<file path="config.mk">
export PLATFORM = sky130hd
export DESIGN_NAME = imem_port_arbiter_flat
export DESIGN_NICKNAME = d
export VERILOG_FILES = /design/src/rtl/imem_port_arbiter_if.sv /design/src/rtl/imem_port_arbiter.sv /design/src/flat_wrapper.sv
export SDC_FILE = /design/constraint.sdc
export NUM_CORES = 1
export LEC_CHECK = 0
export ABC_AREA = 0
export CORE_AREA = 3 3 97 99
export DETAILED_ROUTE_END_ITERATION = 12
export DIE_AREA = 0 0 100 102
export PLACE_DENSITY = 0.69
export SKIP_LAST_GASP = 1
export SYNTH_ARGS = -nofsm -noshare
export SYNTH_HDL_FRONTEND = slang
export SYNTH_SLANG_ARGS = --single-unit
</file>
<file path="constraint.sdc">
create_clock -name clk -period 1.6 [get_ports clk]
set_input_delay 0.4 -clock clk [delete_from_list [all_inputs] [get_ports clk]]
set_output_delay 0.4 -clock clk [all_outputs]
set_load 0.01 [all_outputs]
</file>
<file path="src/rtl/imem_port_arbiter_if.sv">
`default_nettype none
// ============================================================================
// Module      : imem_port_arbiter_if
// Description : Bundle of the fetch, data and memory-side signals around the
//               instruction-memory port arbiter.
//               slave  - the arbiter's view (takes requests, drives grants,
//                        responses and the memory port).
//               master - the environment's view (fetch stage, memory stage
//                        and the memory macro's read-data return).
//   Fetch  : f_req, f_addr, flush -> ; <- f_gnt, f_rvalid, f_rdata, stall_fetch
//   Data   : d_req, d_we, d_addr, d_wdata -> ; <- d_gnt, d_rvalid, d_rdata
//   Memory : <- mem_en, mem_we, mem_addr, mem_wdata ; mem_rdata ->
// Revision    : 1.0 - initial release
// ============================================================================
interface imem_port_arbiter_if #(
    parameter int XLEN   = 32,
    parameter int ADDR_W = 14
);
    // fetch side
    logic              f_req;
    logic [XLEN-1:0]   f_addr;
    logic              flush;
    logic              f_gnt;
    logic              f_rvalid;
    logic [XLEN-1:0]   f_rdata;
    logic              stall_fetch;
    // data side
    logic              d_req;
    logic [3:0]        d_we;
    logic [XLEN-1:0]   d_addr;
    logic [XLEN-1:0]   d_wdata;
    logic              d_gnt;
    logic              d_rvalid;
    logic [XLEN-1:0]   d_rdata;
    // memory side
    logic              mem_en;
    logic [3:0]        mem_we;
    logic [ADDR_W-1:0] mem_addr;
    logic [XLEN-1:0]   mem_wdata;
    logic [XLEN-1:0]   mem_rdata;

    modport slave (
        input  f_req, f_addr, flush,
        input  d_req, d_we, d_addr, d_wdata,
        input  mem_rdata,
        output f_gnt, f_rvalid, f_rdata, stall_fetch,
        output d_gnt, d_rvalid, d_rdata,
        output mem_en, mem_we, mem_addr, mem_wdata
    );

    modport master (
        output f_req, f_addr, flush,
        output d_req, d_we, d_addr, d_wdata,
        output mem_rdata,
        input  f_gnt, f_rvalid, f_rdata, stall_fetch,
        input  d_gnt, d_rvalid, d_rdata,
        input  mem_en, mem_we, mem_addr, mem_wdata
    );
endinterface
`default_nettype wire

</file>
<file path="src/rtl/imem_port_arbiter.sv">
`default_nettype none
// ============================================================================
// Module      : imem_port_arbiter
// Description : Shares one single-ported, synchronous-read instruction memory
//               between instruction fetch and data accesses. Data wins ties
//               unless fetch has been denied MAX_STARVE cycles in a row.
//               Read data returns one cycle after the grant and is steered to
//               the owner recorded at grant time; fetch responses are dropped
//               when a redirect (flush) is seen in the grant or response cycle.
// Ports       : clk  - clock
//               rst  - synchronous active-high reset; forces all control
//                      outputs low and discards any read in flight
//               bus  - imem_port_arbiter_if.slave (fetch, data, memory)
// Revision    : 1.0 - initial release
// ============================================================================
module imem_port_arbiter #(
    parameter int XLEN       = 32,
    parameter int ADDR_W     = 14,
    parameter int MAX_STARVE = 4
) (
    input  wire logic              clk,
    input  wire logic              rst,
    imem_port_arbiter_if.slave     bus
);

    localparam logic [3:0] c_max_starve = 4'(MAX_STARVE);

    // Who the memory's read data belongs to in the cycle after a grant.
    typedef enum logic [1:0] {
        OWN_NONE  = 2'd0,
        OWN_FETCH = 2'd1,
        OWN_DATA  = 2'd2
    } owner_e;

    owner_e      owner_q, owner_d;
    logic        cancel_q, cancel_d;
    logic [3:0]  starve_cnt_q, starve_cnt_d;

    logic            w_f_gnt;
    logic            w_d_gnt;
    logic [XLEN-1:0] w_gnt_addr;
    logic            w_unused_addr_bits;

    // ------------------------------------------------------------------
    // Grant: data wins a tie until fetch has starved long enough.
    // Nothing is granted while in reset so no access reaches the memory.
    // ------------------------------------------------------------------
    always_comb begin
        w_f_gnt = 1'b0;
        w_d_gnt = 1'b0;
        if (!rst) begin
            if (bus.f_req && bus.d_req) begin
                if (starve_cnt_q == c_max_starve) begin
                    w_f_gnt = 1'b1;
                end else begin
                    w_d_gnt = 1'b1;
                end
            end else begin
                w_f_gnt = bus.f_req;
                w_d_gnt = bus.d_req;
            end
        end
    end

    // ------------------------------------------------------------------
    // Next state: starvation counter, read owner and fetch-cancel flag.
    // ------------------------------------------------------------------
    always_comb begin
        starve_cnt_d = 4'd0;
        owner_d      = OWN_NONE;
        cancel_d     = 1'b0;

        if (bus.f_req && !w_f_gnt) begin
            starve_cnt_d = (starve_cnt_q == c_max_starve) ? starve_cnt_q
                                                          : starve_cnt_q + 4'd1;
        end

        if (w_f_gnt) begin
            owner_d  = OWN_FETCH;
            // A redirect in the grant cycle makes this fetch stale already.
            cancel_d = bus.flush;
        end else if (w_d_gnt && (bus.d_we == 4'b0000)) begin
            owner_d  = OWN_DATA;
        end
    end

    always_ff @(posedge clk) begin
        if (rst) begin
            starve_cnt_q <= 4'd0;
            owner_q      <= OWN_NONE;
            cancel_q     <= 1'b0;
        end else begin
            starve_cnt_q <= starve_cnt_d;
            owner_q      <= owner_d;
            cancel_q     <= cancel_d;
        end
    end

    // ------------------------------------------------------------------
    // Memory port: word address taken from the granted byte address.
    // ------------------------------------------------------------------
    assign w_gnt_addr         = w_d_gnt ? bus.d_addr : bus.f_addr;
    assign w_unused_addr_bits = ^{w_gnt_addr[XLEN-1:ADDR_W+2], w_gnt_addr[1:0]};

    assign bus.mem_en    = w_f_gnt | w_d_gnt;
    assign bus.mem_addr  = w_gnt_addr[ADDR_W+1:2];
    assign bus.mem_we    = w_d_gnt ? bus.d_we : 4'b0000;
    assign bus.mem_wdata = bus.d_wdata;

    assign bus.f_gnt       = w_f_gnt;
    assign bus.d_gnt       = w_d_gnt;
    assign bus.stall_fetch = bus.f_req & ~w_f_gnt & ~rst;

    // ------------------------------------------------------------------
    // Response steering. A flush in the response cycle also kills a fetch
    // response; data responses are never cancelled.
    // ------------------------------------------------------------------
    assign bus.d_rvalid = ~rst & (owner_q == OWN_DATA);
    assign bus.f_rvalid = ~rst & (owner_q == OWN_FETCH) & ~cancel_q & ~bus.flush;
    assign bus.f_rdata  = bus.mem_rdata;
    assign bus.d_rdata  = bus.mem_rdata;

endmodule
`default_nettype wire

</file>
<file path="src/flat_wrapper.sv">
// flat-port wrapper written by rule: the top's interface ports become plain ports
module imem_port_arbiter_flat 
#(
    parameter int XLEN       = 32,
    parameter int ADDR_W     = 14,
    parameter int MAX_STARVE = 4
)
  (clk, rst, bus_f_req, bus_f_addr, bus_flush, bus_d_req, bus_d_we, bus_d_addr, bus_d_wdata, bus_mem_rdata, bus_f_gnt, bus_f_rvalid, bus_f_rdata, bus_stall_fetch, bus_d_gnt, bus_d_rvalid, bus_d_rdata, bus_mem_en, bus_mem_we, bus_mem_addr, bus_mem_wdata);
  imem_port_arbiter_if #(.XLEN(XLEN), .ADDR_W(ADDR_W)) bus_i ();
  input  wire logic clk;
  input  wire logic rst;
  input wire logic [$bits(bus_i.f_req)-1:0] bus_f_req;
  input wire logic [$bits(bus_i.f_addr)-1:0] bus_f_addr;
  input wire logic [$bits(bus_i.flush)-1:0] bus_flush;
  input wire logic [$bits(bus_i.d_req)-1:0] bus_d_req;
  input wire logic [$bits(bus_i.d_we)-1:0] bus_d_we;
  input wire logic [$bits(bus_i.d_addr)-1:0] bus_d_addr;
  input wire logic [$bits(bus_i.d_wdata)-1:0] bus_d_wdata;
  input wire logic [$bits(bus_i.mem_rdata)-1:0] bus_mem_rdata;
  output wire logic [$bits(bus_i.f_gnt)-1:0] bus_f_gnt;
  output wire logic [$bits(bus_i.f_rvalid)-1:0] bus_f_rvalid;
  output wire logic [$bits(bus_i.f_rdata)-1:0] bus_f_rdata;
  output wire logic [$bits(bus_i.stall_fetch)-1:0] bus_stall_fetch;
  output wire logic [$bits(bus_i.d_gnt)-1:0] bus_d_gnt;
  output wire logic [$bits(bus_i.d_rvalid)-1:0] bus_d_rvalid;
  output wire logic [$bits(bus_i.d_rdata)-1:0] bus_d_rdata;
  output wire logic [$bits(bus_i.mem_en)-1:0] bus_mem_en;
  output wire logic [$bits(bus_i.mem_we)-1:0] bus_mem_we;
  output wire logic [$bits(bus_i.mem_addr)-1:0] bus_mem_addr;
  output wire logic [$bits(bus_i.mem_wdata)-1:0] bus_mem_wdata;
  assign bus_i.f_req = bus_f_req;
  assign bus_i.f_addr = bus_f_addr;
  assign bus_i.flush = bus_flush;
  assign bus_i.d_req = bus_d_req;
  assign bus_i.d_we = bus_d_we;
  assign bus_i.d_addr = bus_d_addr;
  assign bus_i.d_wdata = bus_d_wdata;
  assign bus_i.mem_rdata = bus_mem_rdata;
  assign bus_f_gnt = bus_i.f_gnt;
  assign bus_f_rvalid = bus_i.f_rvalid;
  assign bus_f_rdata = bus_i.f_rdata;
  assign bus_stall_fetch = bus_i.stall_fetch;
  assign bus_d_gnt = bus_i.d_gnt;
  assign bus_d_rvalid = bus_i.d_rvalid;
  assign bus_d_rdata = bus_i.d_rdata;
  assign bus_mem_en = bus_i.mem_en;
  assign bus_mem_we = bus_i.mem_we;
  assign bus_mem_addr = bus_i.mem_addr;
  assign bus_mem_wdata = bus_i.mem_wdata;
  imem_port_arbiter #(.XLEN(XLEN), .ADDR_W(ADDR_W), .MAX_STARVE(MAX_STARVE)) u_core (.clk(clk), .rst(rst), .bus(bus_i));
endmodule
</file>
## After elaboration in Yosys (flattened, before gate mapping)

Cells that the tools add are included.

| cells by class | value |
|---|---|
| $add $sub $neg | 1 |
| equality and inequality tests | 3 |
| muxes and demuxes | 10 |
| bitwise operators | 12 |
| reduce and logical (&&, ||, !) cells | 8 |

Operators by type and width:

| operator | number |
|---|---|
| 16-bit two-way mux | 1 |
| 1-bit two-way mux | 7 |
| 1-bit bitwise AND | 6 |
| 2-bit OR reduction | 3 |
| 1-bit NOT | 5 |
| 4-bit by 1-bit adder with 4-bit output, second input constant | 1 |
| 4-bit by 3-bit equality test with 1-bit output, second input constant | 1 |
| 4-bit logical NOT | 1 |
| 4-bit two-way mux | 1 |
| 1-bit logical AND | 3 |
| 2-bit by 1-bit equality test with 1-bit output, second input constant | 1 |
| 2-bit equality test, second input constant | 1 |
| 2-bit two-way mux | 1 |
| 1-bit logical NOT | 1 |
| 1-bit OR | 1 |

| storage, ports and cells | value |
|---|---|
| bits in registers | 7 |
| logic and storage cells | 38 |

## Logic depth before layout (Yosys ltp)

Gate-level depths: netlist of the first run.

| depth | value |
|---|---|
| depth in word-level cells | 8 |
| mapped depth | 6 |
| depth with buffers taken out | 5 |

## Least setup slack after synthesis of the first run

Ideal clock, no wire load.

| timing | value |
|---|---|
| path kind | register -> output |
| start | reg u_core.starve_cnt_q[0] |
| end | out bus_mem_addr[0] |
| arrival time | 1.296 ns |
| slack | -0.096 ns |
| stages on the path, launching flop included | 7 |
| path buffers | 1 |
| cell sequence | dfxtp_1 -> inv_1 -> ha_1 -> nand3b_4 -> o21ai_2 -> buf_6 -> mux2_4 |

| on the way | value |
|---|---|
| cells in the longest elaborated chain, start to end | 5 |

RTL lines:

| element | line | text |
|---|---|---|
| start, declared | imem_port_arbiter.sv:37 | `logic [3:0] starve_cnt_q, starve_cnt_d;` |
| start signal, assigned | imem_port_arbiter.sv:93 | `starve_cnt_q <= starve_cnt_d;` |
| 4-bit by 3-bit equality test with 1-bit output | imem_port_arbiter.sv:53 | `if (starve_cnt_q == c_max_starve) begin` |
| 1-bit two-way mux | imem_port_arbiter.sv:53 |  |
| 1-bit two-way mux | imem_port_arbiter.sv:52 | `if (bus.f_req && bus.d_req) begin` |
| 1-bit two-way mux | imem_port_arbiter.sv:51 | `if (!rst) begin` |
| 16-bit two-way mux | imem_port_arbiter.sv:102 | `assign w_gnt_addr = w_d_gnt ? bus.d_addr : bus.f_addr;` |
| end, declared | flat_wrapper.sv:29 | `output wire logic [$bits(bus_i.mem_addr)-1:0] bus_mem_addr;` |

No other way between the ends.

## Worst setup path in the final report of the first run

| timing | value |
|---|---|
| start | reg u_core.starve_cnt_q[0] |
| end | out bus_mem_addr[11] |

Same word-level chain as after synthesis.

==> out/results.tsv, run 1 <==
metric	value	unit
status	finished, violations left	
violations	setup timing	
vias_per_cell	3.19	
regToRegEndpoint	u_core.owner_q[1]	
sw_frac_of_total	24.3	%
rsz0062_at_grt	yes	
core_region_area	8640	um2
drcViolationCount	0	
hp-start	u_core.starve_cnt_q[0]	
grt_pass1_vias	811	
dpl.hpwl	2210	um
p_leak	0.000737	uW
final.setup_skew	0.00229	ns
highest_layer	met4	
p_seq_share	24.1	%
cts_tree	yes	
vias	811	
r2r-start	u_core.starve_cnt_q[0]	
yosysSeqAreaShare	10.8	%
critical_path_class	register to output pin	
ys_types	22	
pwr-share-clk	32.7	%
cp_data_required_time	1.20	ns
hold_end	u_core.starve_cnt_q[0]	
grt-ovfl-total	0	
cp-end-kind	output pin	
syn_nets	295	
postPlaceCellArea	1440	um2
internal_power	569	uW
synth_top_area_share	55.4	%
synth_ff_type	dfxtp_1	
slowest_delay	0.32	ns
path_cells	inv_2 -> ha_4 -> nand3b_4 -> o21ai_4 -> buf_6 -> mux2_4 -> buf_6	
hold_path.class	register to register	
peakVddDrop	0.172	mV
arrival	1.65	ns
antenna_found_initial	0	
setup_viol	21	
drv_slew	0	
synth_common_cells	96 x buf_4, 11 x inv_1, 10 x mux2_4, 9 x nor2_1, 7 x dfxtp_1	
cp_slowest_cell	dfxtp_2	
worst_slew_pin_slew	0.189	ns
cp_max_fo	5	
slew_headroom	87.3	%
ctsHoldBuffers	0	
drive_gt1_share	54.8	%
drtAntennaViolNets	0	
setup_slack	-0.446	ns
antenna_cells	0	
htree_levels	1	
fin_util	18.6	%
clkTransAtPathRegs	0.04	ns
rows	34	
syn-cell-area	1300	um2
power.density	468	nW/um2
ys_ff_latch	7	
wl_per_cell	11.7	um
dr.pass1.iters	2	
worstRegToRegCells	9	
synth-edff-count	0	
fmax	489	MHz
yosysMostFrequentCell	buf_4	
avgSynthCellArea	8.33	um2
holdWs	0.512	ns
p_sw	182	uW
io_buffer_count	60	
place.gp.congestion	0.729	
crit_buf_inv	3	
yosysTopAreaCell	buf_4	
rrSetupSlack	0.15	ns
hold_violations	0	
crit_family	buffers and inverters	
fill_cells	949	
ys_async_sr_fraction	0	%
netlist_instances	156	
drv_cap	0	
clk_latency	0.23	ns
final_nets	286	
synth_area_leaders	buf_4 55%, mux2_4 12%, dfxtp_1 11%	
drtIter0Drc	11	
met1Wirelength	887	um
die-width	100	um
pwr-share-comb	43.2	%
yosys_warnings	0	
holdPathStages	2	
syn_to_final_growth	23.6	%
grt_max_degree	8	
finalCriticalPeriod	2.05	ns
initial_utilization	15.1	%
wl_met2	1400	um
critPathMostFrequentCell	buf_6	
grt_pass1_wl	4130	um
cts.path.max_buffers	2	
worstSetupStartpointType	register	
fin_area	1610	um2
clock-root-buffer	clkbuf_8	
numCtsBuffers	3	
ios	257	
wl_met3	438	um
die_h	102	um
grtUsageTotal	5.32	%
period_share	128	%
total_power	752	uW
dieArea	10200	um2
clock-sinks	7	
drt-total-wl	2970	um
-- worst min-delay path: stages, from the launching register on --
cell     delay (ns)
dfxtp_2        0.33
buf_4          0.11
nor2_1         0.04
-- state kept, by name, summed over array words and instances, names as in the netlist --
signal               flops
u_core.cancel_q          1
u_core.owner_q           2
u_core.starve_cnt_q      4
-- kinds of logic after synthesis --
group,Yosys count,synth area share (%)
adders and majority gates,2,1.92
DFF,7,10.8
muxes,14,15.0
and+or+nand+nor,18,8.37
buffers and inverters,109,60.3
xor gates and xnor gates,2,1.35
AOI/OAI and AO/OA,4,2.21
-- worst max-delay path by stage --
stage / startpoint / endpoint / slack, ns / depth (start not counted)
2_1_floorplan: u_core.starve_cnt_q[1] / bus_mem_addr[0] / -0.06 / 6
3_3_place_gp: bus_f_req / bus_mem_addr[9] / -0.91 / 6
3_5_place_dp: bus_f_req / bus_mem_addr[10] / -0.94 / 6
4_1_cts: u_core.starve_cnt_q[1] / bus_mem_addr[8] / -0.50 / 8
5_1_grt: u_core.starve_cnt_q[0] / bus_mem_addr[11] / -0.52 / 7
6_report: u_core.starve_cnt_q[0] / bus_mem_addr[11] / -0.45 / 7
-- cell usage in the layout, fill, tap and decap left out, drive strengths merged, types with 2 or more instances in the layout --
| cell type | netlist | routed |
|---|---|---|
| a211oi | 2 | 2 |
| nor2 | 9 | 9 |
| ha | 2 | 2 |
| mux2 | 14 | 14 |
| dfxtp | 7 | 7 |
| clkbuf | 0 | 4 |
| clkdlybuf4s50 | 0 | 32 |
| buf | 98 | 48 |
| inv | 11 | 11 |
| dlygate4sd2 | 0 | 3 |
-- power by group through the flow --
| stage | logic (uW) | registers (uW) | clock network [uW] |
|---|---|---|---|
| finish | 325 | 181 | 246 |
| floorplan | 347 | 183 | 0 |
| global route | 345 | 181 | 266 |
| CTS | 324 | 181 | 254 |
| global placement | 288 | 183 | 0 |
| detailed placement | 292 | 183 | 0 |
-- cell type report --
cell class	instances	area, um2	area share [%]
clock buffer	4	45.0	2.80
inverter	11	41.3	2.57
tap	108	135	8.41
sequential	7	143	8.88
multi-input combinational	40	450	28.0
timing repair buffer	84	792	49.3
-- layer usage --
metal	up-vias	track usage (%)
met5	-	0
met4	0	6.53
met3	35	2.25
met2	58	8.11
met1	346	4.90
li1	372	-
-- timing repair --
item	4_1_cts	5_1_grt
gates cloned	2	0
endpoints found under the setup margin	24	23
gates resized for setup	128	16
hold endpoints to repair	0	0
pin swaps	2	2
setup buffers	9	1
-- stage by stage --
stage	TNS, ns	worst slack, ns	instances
after floorplan	-0.854	-0.0612	156
after global placement	-19.80	-0.912	241
after detailed placement	-20.29	-0.942	241
after CTS	-9.59	-0.497	256
after global routing	-10.05	-0.520	254
final	-8.46	-0.446	254
No activity file was read; power rests on OpenSTA's default activity.
==> run 2, diff against run 1 <==
--- a/config.mk
+++ b/config.mk
@@ -6,10 +6,10 @@
 export NUM_CORES = 1
 export LEC_CHECK = 0
 export ABC_AREA = 0
-export CORE_AREA = 3 3 97 99
+export CORE_AREA = 2 2 99 101
 export DETAILED_ROUTE_END_ITERATION = 12
-export DIE_AREA = 0 0 100 102
-export PLACE_DENSITY = 0.69
+export DIE_AREA = 0 0 101 103
+export PLACE_DENSITY = 0.65
 export SKIP_LAST_GASP = 1
 export SYNTH_ARGS = -nofsm -noshare
 export SYNTH_HDL_FRONTEND = slang
==> run 2 against run 1 <==
The flow still finishes with violations (setup timing). Count of clock-buffer cells in the layout unchanged. Sequential power hardly changed. Total power up 2.4%. Non-clock buffer count shrank 2. First-iteration DRC count fell by 73%. Design area up 3.0%. Clock skew down 0.0013 ns. Register-to-register slack is essentially flat. Die area is 2.0% higher. Largest cell class unchanged.
==> out/results.tsv, run 2 (synthesis gave the netlist of run 1 again) <==
metric	value	unit
grt_max_degree	7	
final_nets	284	
slew_headroom	76.7	%
pre_cts_slack	-0.947	ns
cp_max_fo	5	
dp.cells	248	
drv_slew	0	
largestRegisters	u_core.starve_cnt_q x4, u_core.owner_q x2, u_core.cancel_q x1	
grt_pass1_vias	829	
wl_per_cell	11.6	um
clkTransAtPathRegs	0.04	ns
numCtsBuffers	3	
worst_slew_pin_slew	0.348	ns
drtIter0Drc	3	
arrival	1.65	ns
clock-sinks	7	
final.setup.tns	-8.28	ns
peakVddDrop	0.135	mV
antenna_cells	0	
ctsHoldBuffers	0	
cp_data_required_time	1.20	ns
dr.pass1.iters	2	
clk_latency	0.23	ns
layout_commonest_cell	clkdlybuf4s50_1	
fmax	489	MHz
vias_per_cell	3.08	
largest_reg_flops	4	
initial_utilization	13.7	%
syn_to_final_growth	27.2	%
place.gp.congestion	0.678	
cts.path.max_buffers	2	
rows	36	
critical_path_class	register to output pin	
period_share	128	%
drcViolationCount	0	
total_power	769	uW
grt_pass1_wl	4160	um
ios	257	
cp-end-kind	output pin	
htree_levels	1	
antenna_found_initial	0	
vias	795	
status	finished, violations left	
setup_slack	-0.447	ns
grtUsageTotal	5.18	%
io_buffer_count	60	
hold_violations	0	
final_cells	258	
die-width	101	um
dpl.hpwl	2370	um
violations	setup timing	
clock-root-buffer	clkbuf_8	
cts_tree	yes	
die_h	103	um
drtAntennaViolNets	0	
worstSetupStartpointType	register	
setup_viol	21	
dieArea	10400	um2
top_register	u_core.starve_cnt_q	
final.setup_skew	0.000965	ns
power.density	465	nW/um2
drt-total-wl	2980	um
p_leak	0.000740	uW
core_region_area	9460	um2
drv_cap	0	
grt-ovfl-total	0	
hold_path.class	register to register	
mostFrequentLayoutCells	33 x clkdlybuf4s50_1, 27 x buf_6, 14 x mux2_4	
rsz0062_at_grt	yes	
drive_gt1_share	55.6	%
finalCriticalPeriod	2.05	ns
==> run 2: changes by cell type in the layout (fill, tap and decap cells not counted), sizes merged <==
cell,before,now
clkdlybuf4s50,32,33
clkdlybuf4s15,1,0
buf,48,46
==> run 2: power by group <==
part           leakage, uW  switching, uW  internal [uW]
Clock            0.0000228           77.7            172
Sequential       0.0000577           1.99            179
Combinational     0.000660            112            226
==> run 2: final cells by class <==
cell class / instances / area (um2)
clock buffers: 4 / 45.0
fillers: 1054 / 7800
inverters: 11 / 43.8
multi-input cells: 40 / 462
flip-flops and latches: 7 / 143
well taps: 114 / 143
repair buffers: 82 / 818
==> run 2: stage by stage <==
step | utilization (%) | hold WS [ns] | cell area [um2]
floorplan | - | 0.418 | 1320
detailed placement | 15.6 | 0.506 | 1480
finish | 17.5 | 0.510 | 1650
CTS | 17.3 | 0.512 | 1630
global route | 17.5 | 0.540 | 1650
global placement | 15.6 | 0.500 | 1480
==> run 2: worst max-delay path: stages (launching register included) <==
cell and delay, ns:
dfxtp_2 0.31, inv_2 0.06, ha_4 0.14, nand3b_4 0.09, o21ai_4 0.21, buf_6 0.17, mux2_4 0.31, buf_6 0.12
==> run 2: routing by layer <==
| metal | up-vias | wire (um) | GRT usage (%) | part of all wire (%) |
|---|---|---|---|---|
| li1 | 365 | - | - | - |
| met2 | 50 | 1600 | 8.62 | 54 |
| met5 | - | 0 | 0 | 0 |
| met1 | 358 | 959 | 5.05 | 32 |
| met4 | 0 | 99 | 2.81 | 3.3 |
| met3 | 22 | 322 | 3.12 | 11 |
==> run 2: what timing repair did <==
item                                    in CTS  in global routing
cloned                                       1                  0
buffers inserted                             5                  4
hold endpoints to repair                     0                  0
endpoints found under the setup margin      24                 22
pin swaps                                    4                  2
gates resized for setup                    137                 10
==> run 2: path summary, 6_finish.rpt <==
kind	endpoint	slack, ns	start	cells past startpoint
worst max-delay path	bus_mem_addr[12]	-0.45	u_core.starve_cnt_q[0]	7
worst min-delay path	u_core.starve_cnt_q[0]	0.51	u_core.starve_cnt_q[0]	2
worst max register to register	u_core.owner_q[0]	0.15	u_core.starve_cnt_q[0]	7
worst min register to register	u_core.starve_cnt_q[0]	0.51	u_core.starve_cnt_q[0]	2
==> run 3, diff against run 2 <==
--- a/config.mk
+++ b/config.mk
@@ -6,6 +6,7 @@
 export NUM_CORES = 1
 export LEC_CHECK = 0
 export ABC_AREA = 0
+export CAP_MARGIN = 5
 export CORE_AREA = 2 2 99 101
 export DETAILED_ROUTE_END_ITERATION = 12
 export DIE_AREA = 0 0 101 103
==> results of run 3 <==
Same layout as run 2: the final DEF is identical, and so are final timing and power.
